$ cat src/rtl/i2q2_engine_if.sv
// ---------------------------------------------------------------------------
// i2q2_engine_if
// Bundles the accumulation-complete handshake, the six signed early/prompt/
// late I/Q accumulations and the power results of the I^2+Q^2 engine.
//
// Signals:
//   accumulation_complete  1-cycle pulse, I/Q inputs valid in the same cycle
//   i_/q_early/prompt/late ACC_WIDTH signed accumulations
//   i2q2_valid             1-cycle strobe, result set is coherent
//   i2q2_early/prompt/late I2Q2_WIDTH unsigned power results
//   busy                   computation in progress
//   overrun                sticky: a pulse arrived while busy
//
// Modports: master (accumulator side), slave (engine side).
// ---------------------------------------------------------------------------
interface i2q2_engine_if #(
  parameter int ACC_WIDTH  = 16,
  parameter int I2Q2_WIDTH = 30
);
  logic                          accumulation_complete;
  logic signed [ACC_WIDTH-1:0]   i_early;
  logic signed [ACC_WIDTH-1:0]   q_early;
  logic signed [ACC_WIDTH-1:0]   i_prompt;
  logic signed [ACC_WIDTH-1:0]   q_prompt;
  logic signed [ACC_WIDTH-1:0]   i_late;
  logic signed [ACC_WIDTH-1:0]   q_late;
  logic                          i2q2_valid;
  logic [I2Q2_WIDTH-1:0]         i2q2_early;
  logic [I2Q2_WIDTH-1:0]         i2q2_prompt;
  logic [I2Q2_WIDTH-1:0]         i2q2_late;
  logic                          busy;
  logic                          overrun;

  modport master (
    output accumulation_complete,
    output i_early, q_early, i_prompt, q_prompt, i_late, q_late,
    input  i2q2_valid, i2q2_early, i2q2_prompt, i2q2_late,
    input  busy, overrun
  );

  modport slave (
    input  accumulation_complete,
    input  i_early, q_early, i_prompt, q_prompt, i_late, q_late,
    output i2q2_valid, i2q2_early, i2q2_prompt, i2q2_late,
    output busy, overrun
  );
endinterface

$ cat src/rtl/i2q2_engine.sv
// ---------------------------------------------------------------------------
// i2q2_engine
// Power-detection stage: on each accumulation-complete pulse it captures the
// early/prompt/late I and Q accumulations and computes I^2+Q^2 for each
// subchannel with one shared squarer, time-multiplexed over six cycles
// (order I_e, Q_e, I_p, Q_p, I_l, Q_l). Results commit one per odd cycle;
// i2q2_valid pulses once the whole set is written.
//
// Ports:
//   clk           system clock
//   global_reset  synchronous, active-high reset
//   bus           i2q2_engine_if.slave (inputs, results, valid, busy, overrun)
//
// Configuration macro:
//   I2Q2_SATURATE_EN  defined   -> results clamp to 2^I2Q2_WIDTH-1
//                     undefined -> results keep the low I2Q2_WIDTH bits
// ---------------------------------------------------------------------------
module i2q2_engine #(
  parameter int ACC_WIDTH  = 16,
  parameter int I2Q2_WIDTH = 30
) (
  input  logic            clk,
  input  logic            global_reset,
  i2q2_engine_if.slave    bus
);

  localparam int SQ_W  = 2 * ACC_WIDTH;
  localparam int SUM_W = SQ_W + 1;
  // Zero-extended sum wide enough that the bits above I2Q2_WIDTH always exist
  localparam int EXT_W = SUM_W + I2Q2_WIDTH;

  localparam logic [0:0] ST_IDLE = 1'b0;
  localparam logic [0:0] ST_MUL  = 1'b1;

  logic [0:0]                  r_state;
  logic [2:0]                  r_idx;
  logic signed [ACC_WIDTH-1:0] r_op [0:5];
  logic [SQ_W-1:0]             r_partial;
  logic [I2Q2_WIDTH-1:0]       r_result [0:2];
  logic                        r_valid;
  logic                        r_overrun;

  logic signed [ACC_WIDTH-1:0] w_in [0:5];
  logic signed [ACC_WIDTH-1:0] w_op;
  logic signed [SQ_W-1:0]      w_op_ext;
  logic signed [SQ_W-1:0]      w_prod;
  logic [SQ_W-1:0]             w_sq;
  logic [SUM_W-1:0]            w_sum;
  logic [EXT_W-1:0]            w_sum_ext;
  logic [I2Q2_WIDTH-1:0]       w_fit;
  logic                        w_mul;

  assign w_in[0] = bus.i_early;
  assign w_in[1] = bus.q_early;
  assign w_in[2] = bus.i_prompt;
  assign w_in[3] = bus.q_prompt;
  assign w_in[4] = bus.i_late;
  assign w_in[5] = bus.q_late;

  assign w_mul = (r_state == ST_MUL);

  // Operand select for the shared squarer
  always_comb begin
    w_op = r_op[0];
    case (r_idx)
      3'd0:    w_op = r_op[0];
      3'd1:    w_op = r_op[1];
      3'd2:    w_op = r_op[2];
      3'd3:    w_op = r_op[3];
      3'd4:    w_op = r_op[4];
      3'd5:    w_op = r_op[5];
      default: w_op = r_op[0];
    endcase
  end

  // Square of the sign-extended operand is never negative and its maximum,
  // (-2^(ACC_WIDTH-1))^2, still fits below the sign bit of SQ_W.
  assign w_op_ext  = {{ACC_WIDTH{w_op[ACC_WIDTH-1]}}, w_op};
  assign w_prod    = w_op_ext * w_op_ext;
  assign w_sq      = $unsigned(w_prod);
  assign w_sum     = {1'b0, r_partial} + {1'b0, w_sq};
  assign w_sum_ext = {{I2Q2_WIDTH{1'b0}}, w_sum};

`ifdef I2Q2_SATURATE_EN
  logic w_over;
  assign w_over = |w_sum_ext[EXT_W-1:I2Q2_WIDTH];
  assign w_fit  = w_over ? {I2Q2_WIDTH{1'b1}} : w_sum_ext[I2Q2_WIDTH-1:0];
`else
  // Upper bits are deliberately discarded in wrap mode
  logic w_unused_hi;
  assign w_unused_hi = |w_sum_ext[EXT_W-1:I2Q2_WIDTH];
  assign w_fit       = w_sum_ext[I2Q2_WIDTH-1:0];
`endif

  // Control, operand capture and partial sum
  always_ff @(posedge clk) begin
    if (global_reset) begin
      r_state   <= ST_IDLE;
      r_idx     <= 3'd0;
      r_partial <= '0;
      r_valid   <= 1'b0;
      r_overrun <= 1'b0;
      for (int k = 0; k < 6; k++) begin
        r_op[k] <= '0;
      end
    end else begin
      r_valid <= 1'b0;
      case (r_state)
        ST_IDLE: begin
          if (bus.accumulation_complete) begin
            for (int k = 0; k < 6; k++) begin
              r_op[k] <= w_in[k];
            end
            r_idx   <= 3'd0;
            r_state <= ST_MUL;
          end
        end
        ST_MUL: begin
          // A pulse while busy, including the final MUL cycle, is dropped
          if (bus.accumulation_complete) begin
            r_overrun <= 1'b1;
          end
          if (!r_idx[0]) begin
            r_partial <= w_sq;
          end
          if (r_idx == 3'd5) begin
            r_valid <= 1'b1;
            r_idx   <= 3'd0;
            r_state <= ST_IDLE;
          end else begin
            r_idx <= r_idx + 3'd1;
          end
        end
        default: begin
          r_state <= ST_IDLE;
          r_idx   <= 3'd0;
        end
      endcase
    end
  end

  // One result register per subchannel, written on its odd MUL cycle
  for (genvar gi = 0; gi < 3; gi++) begin : g_result
    localparam logic [2:0] WR_IDX = 3'(2 * gi + 1);
    always_ff @(posedge clk) begin
      if (global_reset) begin
        r_result[gi] <= '0;
      end else if (w_mul && (r_idx == WR_IDX)) begin
        r_result[gi] <= w_fit;
      end
    end
  end

  assign bus.i2q2_valid  = r_valid;
  assign bus.i2q2_early  = r_result[0];
  assign bus.i2q2_prompt = r_result[1];
  assign bus.i2q2_late   = r_result[2];
  assign bus.busy        = w_mul;
  assign bus.overrun     = r_overrun;

endmodule

$ cat src/flat_wrapper.sv
// flat-port wrapper written by rule: the top's interface ports become plain ports
module i2q2_engine_flat 
#(
  parameter int ACC_WIDTH  = 16,
  parameter int I2Q2_WIDTH = 30
)
  (clk, global_reset, bus_accumulation_complete, bus_i_early, bus_q_early, bus_i_prompt, bus_q_prompt, bus_i_late, bus_q_late, bus_i2q2_valid, bus_i2q2_early, bus_i2q2_prompt, bus_i2q2_late, bus_busy, bus_overrun);
  i2q2_engine_if #(.ACC_WIDTH(ACC_WIDTH), .I2Q2_WIDTH(I2Q2_WIDTH)) bus_i ();
  input  logic clk;
  input  logic global_reset;
  input wire logic [$bits(bus_i.accumulation_complete)-1:0] bus_accumulation_complete;
  input wire logic [$bits(bus_i.i_early)-1:0] bus_i_early;
  input wire logic [$bits(bus_i.q_early)-1:0] bus_q_early;
  input wire logic [$bits(bus_i.i_prompt)-1:0] bus_i_prompt;
  input wire logic [$bits(bus_i.q_prompt)-1:0] bus_q_prompt;
  input wire logic [$bits(bus_i.i_late)-1:0] bus_i_late;
  input wire logic [$bits(bus_i.q_late)-1:0] bus_q_late;
  output wire logic [$bits(bus_i.i2q2_valid)-1:0] bus_i2q2_valid;
  output wire logic [$bits(bus_i.i2q2_early)-1:0] bus_i2q2_early;
  output wire logic [$bits(bus_i.i2q2_prompt)-1:0] bus_i2q2_prompt;
  output wire logic [$bits(bus_i.i2q2_late)-1:0] bus_i2q2_late;
  output wire logic [$bits(bus_i.busy)-1:0] bus_busy;
  output wire logic [$bits(bus_i.overrun)-1:0] bus_overrun;
  assign bus_i.accumulation_complete = bus_accumulation_complete;
  assign bus_i.i_early = bus_i_early;
  assign bus_i.q_early = bus_q_early;
  assign bus_i.i_prompt = bus_i_prompt;
  assign bus_i.q_prompt = bus_q_prompt;
  assign bus_i.i_late = bus_i_late;
  assign bus_i.q_late = bus_q_late;
  assign bus_i2q2_valid = bus_i.i2q2_valid;
  assign bus_i2q2_early = bus_i.i2q2_early;
  assign bus_i2q2_prompt = bus_i.i2q2_prompt;
  assign bus_i2q2_late = bus_i.i2q2_late;
  assign bus_busy = bus_i.busy;
  assign bus_overrun = bus_i.overrun;
  i2q2_engine #(.ACC_WIDTH(ACC_WIDTH), .I2Q2_WIDTH(I2Q2_WIDTH)) u_core (.clk(clk), .global_reset(global_reset), .bus(bus_i));
endmodule
$ cat config.mk
export PLATFORM = sky130hd
export DESIGN_NAME = i2q2_engine_flat
export DESIGN_NICKNAME = d
export VERILOG_FILES = /design/src/rtl/i2q2_engine_if.sv /design/src/rtl/i2q2_engine.sv /design/src/flat_wrapper.sv
export SDC_FILE = /design/constraint.sdc
export NUM_CORES = 1
export LEC_CHECK = 0
export CAP_MARGIN = 25
export CORE_AREA = 4 4 207 209
export DETAILED_ROUTE_END_ITERATION = 16
export DIE_AREA = 0 0 211 213
export PLACE_DENSITY = 0.74
export REMOVE_ABC_BUFFERS = 1
export SKIP_LAST_GASP = 1
export SYNTH_ARGS = -nofsm -noshare
export SYNTH_HDL_FRONTEND = slang
export SYNTH_SLANG_ARGS = --single-unit
$ cat constraint.sdc
create_clock -name clk -period 13.5 [get_ports clk]
set_clock_uncertainty 0.05 [all_clocks]
set_input_delay 2.025 -clock clk [delete_from_list [all_inputs] [get_ports clk]]
set_output_delay 2.025 -clock clk [all_outputs]
set_load 0.01 [all_outputs]
==> results.txt, run 1 <==
Of all flip-flops after synthesis, the portion carrying an async set or reset was 0%. Startpoint-to-endpoint class of the critical path: reg2reg. Of the cells placed in the final design, the portion with a size suffix greater than 1 is 4.48%. The floorplan step defined a core boundary enclosing 0.0408 mm². In the global route stage, overall resource usage came out at 18.9%. Row generation in the floorplan step produced 74 rows.

The total DRC errors in the routed layout is 0. The biggest area contributor in the post-synthesis netlist is edfxtp_1. In this run, synthesis produced a sequential element count of 221. The number of global-route vias before repair was 13.6k; the final-layout fill cell count was 3,521.

The sum of negative setup slack was 0 ns. After detailed routing, the number of vias per cell comes to 5.12. In this run the horizontal extent of the chip is 211 µm. The clock reaches the later pin of the worst-skew pair after 0.52 ns.

The run gives 0.0449 mm² as the total die area. Startpoint type of the worst setup path: a flip-flop. STA classifies the critical path endpoint as a flip-flop. The clock buffer count from CTS was 24. The endpoint identified for the worst register-to-register timing path is u_core.r_result[2][25]. The routed layout has 12.8k vias.

At the end of the flow, the number of nets in the layout was 2,376. The most used flip-flop cell after synthesis is edfxtp_1. The count of flip-flops with a built-in enable after synthesis is 186.

Proportion of synthesized chip area in sequential cells: 34.4%. TritonCTS built the clock tree. In this run the worst path has a maximum fanout of 30.

Summed over all layers, the global routing overflow is 0. The flow ran to the end, and the final reports show no timing, DRC or antenna violations. The run gives 41,500 µm as the total wirelength of the detailed-routed design. For this run, the number of Yosys warnings is 0.

The tools report the final count of hold timing violations as 0. Once the floorplan was initialized, standard cells occupied 44.8% of the core. The congestion estimate from routability-driven global placement came to 0.932. Compared with the post-synthesis result, the final layout area differs by 18.4%. The setup check on the worst reg-to-reg path leaves a slack of 2.71 ns. Setup repair after global routing left no endpoint under its margin. The clock transition at the registers of the reported paths is 0.06 ns. Critical register-to-register path startpoint: u_core.r_idx[1].

Dividing the detail-routed wire length by the instance count gives 16.6 µm. The top achievable clock speed is 92.7 MHz. For this design, the sink count on the clock tree is 221.

Data on the critical path is required at its endpoint by 13.71 ns. The number of antenna violations at the first check in global routing was 0. The critical path starts at u_core.r_idx[1].

The repair_antennas step left the layout with diodes totalling 0. A synthesized cell averages 10.3 µm². Measured in cells, the most critical reg-to-reg path has a length of 33. The overall die height was 213 µm. The buffers inserted during post-CTS setup optimization is 0.

The maximum number of pins on one net before global-route repair was 97. Summed over its instances, the top area cell type makes up 30.6% of the synthesized netlist area. In this design, the stage delay of the slowest critical-path cell is 0.82 ns.

Subtracting the final worst setup slack from the clock period gives 10.79 ns. The post-route fraction of the period consumed by the critical path was 79.9%; the number of violations reported at the end of detailed-routing iteration 0 was 756. The tools report the end of the worst hold path as u_core.r_partial[27]. Transition at the pin with the smallest max-transition slack: 1.01 ns.

For the post-cts gate resize count, the log shows 0. The logs give 32,700 µm for the placed wire-length estimate after detailed placement and 0 for the hold buffer count at CTS. The worst hold path begins at u_core.r_partial[27].

Max-cap violations in this run came to 0. In this run the clock root is driven by a clkbuf_16. The first global-routing pass estimated 69,100 µm of wire. Number of endpoints failing setup at the final stage: 0. In the post-synthesis netlist, the biggest area contributors are edfxtp_1 31%, fa_1 24%, ha_1 7.5%. Data arrives at the worst endpoint at 11.00 ns. The number of cells on the worst hold path was 2; the number of search-and-repair iterations in the first detailed-routing pass was 7. The count of different cell masters after synthesis is 63.

The worst hold path belongs to the class reg2reg. The gate count of the mapped netlist is 1,773. Remaining number of nets flagged by the antenna check after routing: 0. Pin placement for this block handled 192 I/O pins.

The tools report the number of slew-limit violations in the final report as 0. The longest clock path from root to sink contains 3 buffers. Input and output buffers added on the ports amount to 191. On the critical path, the stage with the largest delay is an instance of dfxtp_1. After synthesis the cells add up to 0.0183 mm². The maximum level of the CTS H-tree was 1. Max-slew headroom at the worst pin: 32.1%.
-- layout by cell type (no fill, tap or decap), types with 20 or more instances in the layout --
cell,count
a21o_1,23
a21oi_1,63
a22oi_1,26
and2_1,99
clkbuf_16,25
clkdlybuf4s50_1,191
dfxtp_1,35
edfxtp_1,186
fa_1,222
ha_1,109
inv_1,309
nand2_1,140
nor2_1,199
o21ai_0,27
xnor2_1,42
xor2_1,20
-- state kept, by name (all words and copies together) (netlist names) --
register,count
u_core.r_op,96
u_core.r_partial,29
u_core.bus.busy,1
u_core.bus.i2q2_valid,1
u_core.bus.overrun,1
u_core.r_result,90
u_core.r_idx,3
-- synthesized netlist by cell type (16+ instances only) --
| cell type | number |
|---|---|
| dfxtp_1 | 35 |
| nor2_1 | 200 |
| o211ai_1 | 16 |
| o21a_1 | 19 |
| xnor2_1 | 42 |
| inv_1 | 309 |
| and2_1 | 99 |
| a21o_1 | 23 |
| fa_1 | 222 |
| edfxtp_1 | 186 |
| xor2_1 | 20 |
| a22oi_1 | 26 |
| clkbuf_1 | 61 |
| o21ai_0 | 27 |
| nand2_1 | 140 |
| a21oi_1 | 63 |
| ha_1 | 109 |
| nor3_1 | 19 |
-- routing by layer --
layer | part of all wire [%] | GRT usage (%) | vias up
met5 | 0 | 0 | -
met4 | 2.3 | 4.76 | 0
met3 | 6.3 | 3.22 | 67
met2 | 48 | 32.2 | 389
met1 | 43 | 25.3 | 6246
li1 | - | - | 6077
-- per-stage QoR --
stage | hold slack [ns] | worst slack, ns | cells | util (%) | cell area (µm²)
after floorplan | 0.385 | 4.12 | 1707 | - | 18000
after global placement | 0.396 | 3.10 | 2448 | 50.8 | 20800
after detailed placement | 0.401 | 2.86 | 2450 | 51.0 | 20800
after CTS | 0.411 | 2.82 | 2494 | 52.9 | 21600
after global routing | 0.435 | 1.97 | 2496 | 53.0 | 21600
final | 0.412 | 2.71 | 2496 | 53.0 | 21600
-- worst max path at each step --
stage,depth (start not counted),slack (ns),endpoint
finish,33,2.71,u_core.r_result[2][25]
detailed placement,33,2.86,u_core.r_result[1][27]
CTS,33,2.82,u_core.r_result[1][27]
global placement,33,3.10,u_core.r_result[1][25]
floorplan,32,4.12,u_core.r_result[2][29]
global route,33,1.97,u_core.r_result[2][25]
-- cell families (layout without fill, tap and decap cells) --
family / Yosys count / in the layout / share of synthesized area (%)
and+or+nand+nor: 511 / 511 / 12.8
buffers and inverters: 382 / 573 / 7.86
adders and majority gates: 331 / 331 / 31.8
AOI/OAI and AO/OA: 247 / 247 / 9.01
DFF: 221 / 221 / 34.4
xor gates and xnor gates: 65 / 65 / 3.24
muxes: 16 / 16 / 0.958
-- worst max-delay path, delay by kind of cell, from the launching register on --
family	cells	cell delay, ns
AOI/OAI and AO/OA	12	4.00
DFF	1	0.82
xor gates and xnor gates	1	0.21
and+or+nand+nor	5	0.76
buffers and inverters	6	0.83
adders and majority gates	9	3.87
-- area by class of cell --
type | count | area (µm²) | area share [%]
Clock buffer | 32 | 672 | 3.10
Clock inverter | 12 | 118 | 0.543
Inverter | 316 | 1190 | 5.48
Multi-Input combinational cell | 1170 | 10600 | 48.9
Sequential cell | 221 | 6290 | 29.0
Tap cell | 532 | 666 | 3.07
Timing Repair Buffer | 213 | 2140 | 9.91
Power of run 1 is left out: the tool's default activity adds up to more than one toggle a clock period on the data nets, which glitch-free logic cannot reach.
==> run 2: changes to the inputs <==
==> constraint.sdc (replaced) <==
create_clock -name clk -period 10.35 [get_ports clk]
set_clock_uncertainty 0.05 [all_clocks]
set_input_delay 1.5525 -clock clk [delete_from_list [all_inputs] [get_ports clk]]
set_output_delay 1.5525 -clock clk [all_outputs]
set_load 0.01 [all_outputs]
==> results.txt, run 2 (same netlist as run 1, synthesis figures left out) <==
For the number of sinks handled by clock tree synthesis, the log shows 221. The first detailed-routing pass ran for 5 iterations. At the end of the flow, the number of nets in the layout was 2,386. The critical register-to-register path startpoint is u_core.r_idx[1]. Tracing the worst setup path back leads to its startpoint at u_core.r_idx[1]. STA classifies the critical path endpoint as a flip-flop. For this design, the slowest cell found on the critical path is o21a_1. The post-route fraction of the period consumed by the critical path came out at 94.7%.

The number of input and output port buffers inserted came out at 191. The total wirelength of the detailed-routed design is 41,000 µm. The worst pin sits at a relative slew slack of 38.7%. After clock tree synthesis, the clock-pin slew on the worst setup and hold paths is 0.06 ns. The overall die height works out to 213 µm. The largest registers in the layout are u_core.r_op: 96 flops, u_core.r_result: 90 flops, u_core.r_partial: 29 flops.

For the pin with the worst max-slew slack, the measured transition is 0.914 ns. Clock tree synthesis selected as its root buffer the cell clkbuf_16. Measured in cells, the most critical reg-to-reg path has a length of 34. Termination of the worst setup path: u_core.r_result[0][29]. For the final count of hold timing violations, the log shows 0. Cells with a size suffix above 1 make up 5.17% of the layout. The max-cap violation count was 0; the wire length per cell after detailed routing was 16.4 µm.

The final critical-path required period is 9.81 ns. In the layout the commonest cells are 309 x inv_1, 222 x fa_1, 199 x nor2_1, 191 x clkdlybuf4s50_1, 186 x edfxtp_1. The wire-length estimate of the detail-placed layout is 32,900 µm. Setup repair after global routing left no endpoint under its margin. On the worst path, the slowest cell contributes a delay of 0.54 ns. The min-delay analysis places its worst path in the category reg2reg.

For the core outline area, the log shows 0.0408 mm². The library cell used most frequently in the layout, excluding fill and tap cells, is inv_1. Final instance area: 0.0218 mm². Prior to clock tree synthesis, the placed netlist has a worst setup slack of 0.455 ns. Number of global-route vias before repair: 13.3k. The tools report the number of antenna violations at the first check in global routing as 0. The critical path's most frequent cell was fa_1. The logs give 714 for the number of violations reported at the end of detailed-routing iteration 0 and 74 for the site row count.

From left edge to right edge, the die measures 211 µm. Dividing the detail-routed via count by the number of cells gives 5.08. In the global route stage, overall resource usage came out at 18.5%.

Based on the critical path, the design can be clocked at up to 102 MHz. For the number of slew-limit violations in the final report, the log shows 0. The maximum level of the CTS H-tree is 1, and the synthesis-to-finish area growth is 19.1%. The buffers inserted during post-CTS setup optimization is 0. The area taken by multi-input logic gates came out at 0.0106 mm². In this run the count of I/O pins placed on the die edge is 192.

For this design, the CTS-stage hold fixing added 0 buffers. The number of antenna diodes in the final layout is 0. After detailed placement, the design holds a cell count of 2,460.

Counting the buffers created by CTS gives 24. The top fanout value on the critical path is 20. The run gives 3,510 as the final-layout fill cell count. The critical register-to-register path endpoint is u_core.r_result[0][29]. For the worst setup path, the data arrival time is 10.12 ns.

Once the floorplan was initialized, standard cells occupied 44.8% of the core. Summed over all failing endpoints, the final setup total negative slack is 0 ns. The detail route stage leaves a number of antenna-violating nets equal to 0. The final route contains 12.7k vias. Entering global routing, the biggest net connects 97 pins. Flip-flop count of the largest register after layout: 96. The worst register-to-register path has a setup slack of 0.54 ns.

Ranked by flip-flop count, first place goes to u_core.r_op. In the routed design, unresolved DRC markers number 0. For the critical path data required time, the log shows 10.66 ns. After layout, the worst setup slack is 0.544 ns. After the flow finishes, the layout carries non-filler instances totaling 2,506. The number of endpoints failing setup at the final stage is 0, and the buffer levels on the longest clock path is 3.

For the global route total overflow, the log shows 0. Once placement finished, the instance area stood at 0.0209 mm². The startpoint type of the worst setup path is a flip-flop. The total die area came out at 0.0449 mm².

The run gives 0.52 ns as the clock latency on the worst-skew pair. For the first-pass GRT wire length, the log shows 68,000 µm. The startpoint-to-endpoint class of the critical path is reg2reg. The flip-flop and latch area is 0.00629 mm², and the weighted congestion at the end of routability-driven global placement is 0.936. The flow ran to the end, and the final reports show no timing, DRC or antenna violations. TritonCTS built the clock tree.
## run 2: cell types whose count changed in the layout (fill, tap and decap cells not counted)
| cell | change |
|---|---|
| a21o_1 | -1 |
| clkbuf_8 | -1 |
| clkbuf_16 | -1 |
| clkinv_8 | +1 |
| a21o_2 | +1 |
| nor2b_1 | -1 |
| nor2b_2 | +1 |
| buf_4 | +10 |
| clkbuf_1 | -2 |
| inv_6 | +1 |
| bufinv_16 | +2 |
## run 2: how the worst min path moves through the flow
stage / from / to / slack [ns] / depth (start not counted)
floorplan: u_core.r_partial[10] / u_core.r_partial[10] / 0.38 / 2
global placement: u_core.r_partial[21] / u_core.r_partial[21] / 0.40 / 2
detailed placement: u_core.r_partial[18] / u_core.r_partial[18] / 0.40 / 2
CTS: u_core.r_partial[18] / u_core.r_partial[18] / 0.41 / 2
global route: u_core.r_partial[8] / u_core.r_partial[8] / 0.43 / 2
finish: u_core.r_partial[8] / u_core.r_partial[8] / 0.41 / 2
## run 2: layout make-up
class,instances,area share [%]
tap,532,3.06
timing repair buffer,223,10.2
sequential,221,28.9
multi-input combinational,1170,48.6
clock buffer,28,2.87
inverter,316,5.45
clock inverter,16,0.931
## run 2: what timing repair did
item / in CTS / in global routing
hold endpoints to repair: 0 / 0
resized for setup: 0 / 2
setup endpoints to repair: 0 / 18
## run 2: critical path: cells and delay by family, from the launching register on
kind	cells	cell delay [ns]
multiplexers	1	0.17
adder cells (fa/ha/maj)	8	3.66
XOR/XNOR	1	0.22
flip-flops	1	0.33
buffers and inverters	7	1.04
AND/OR/NAND/NOR	7	1.98
AO/OA/AOI/OAI	10	2.17
## run 2: stage by stage
stage                     util (%)  hold WS [ns]
after floorplan                  -         0.385
after global placement        51.0         0.396
after detailed placement      51.2         0.401
after CTS                     53.2         0.411
after global routing          53.3         0.426
final                         53.3         0.409
## run 2: routing by layer
layer	vias to the layer above	GRT usage [%]	wire [µm]
met4	0	4.25	954
met2	382	31.5	19700
li1	6104	-	-
met1	6191	25.4	18000
met5	-	0	0
met3	64	2.64	2370
Power of run 2 is left out for the same reason.
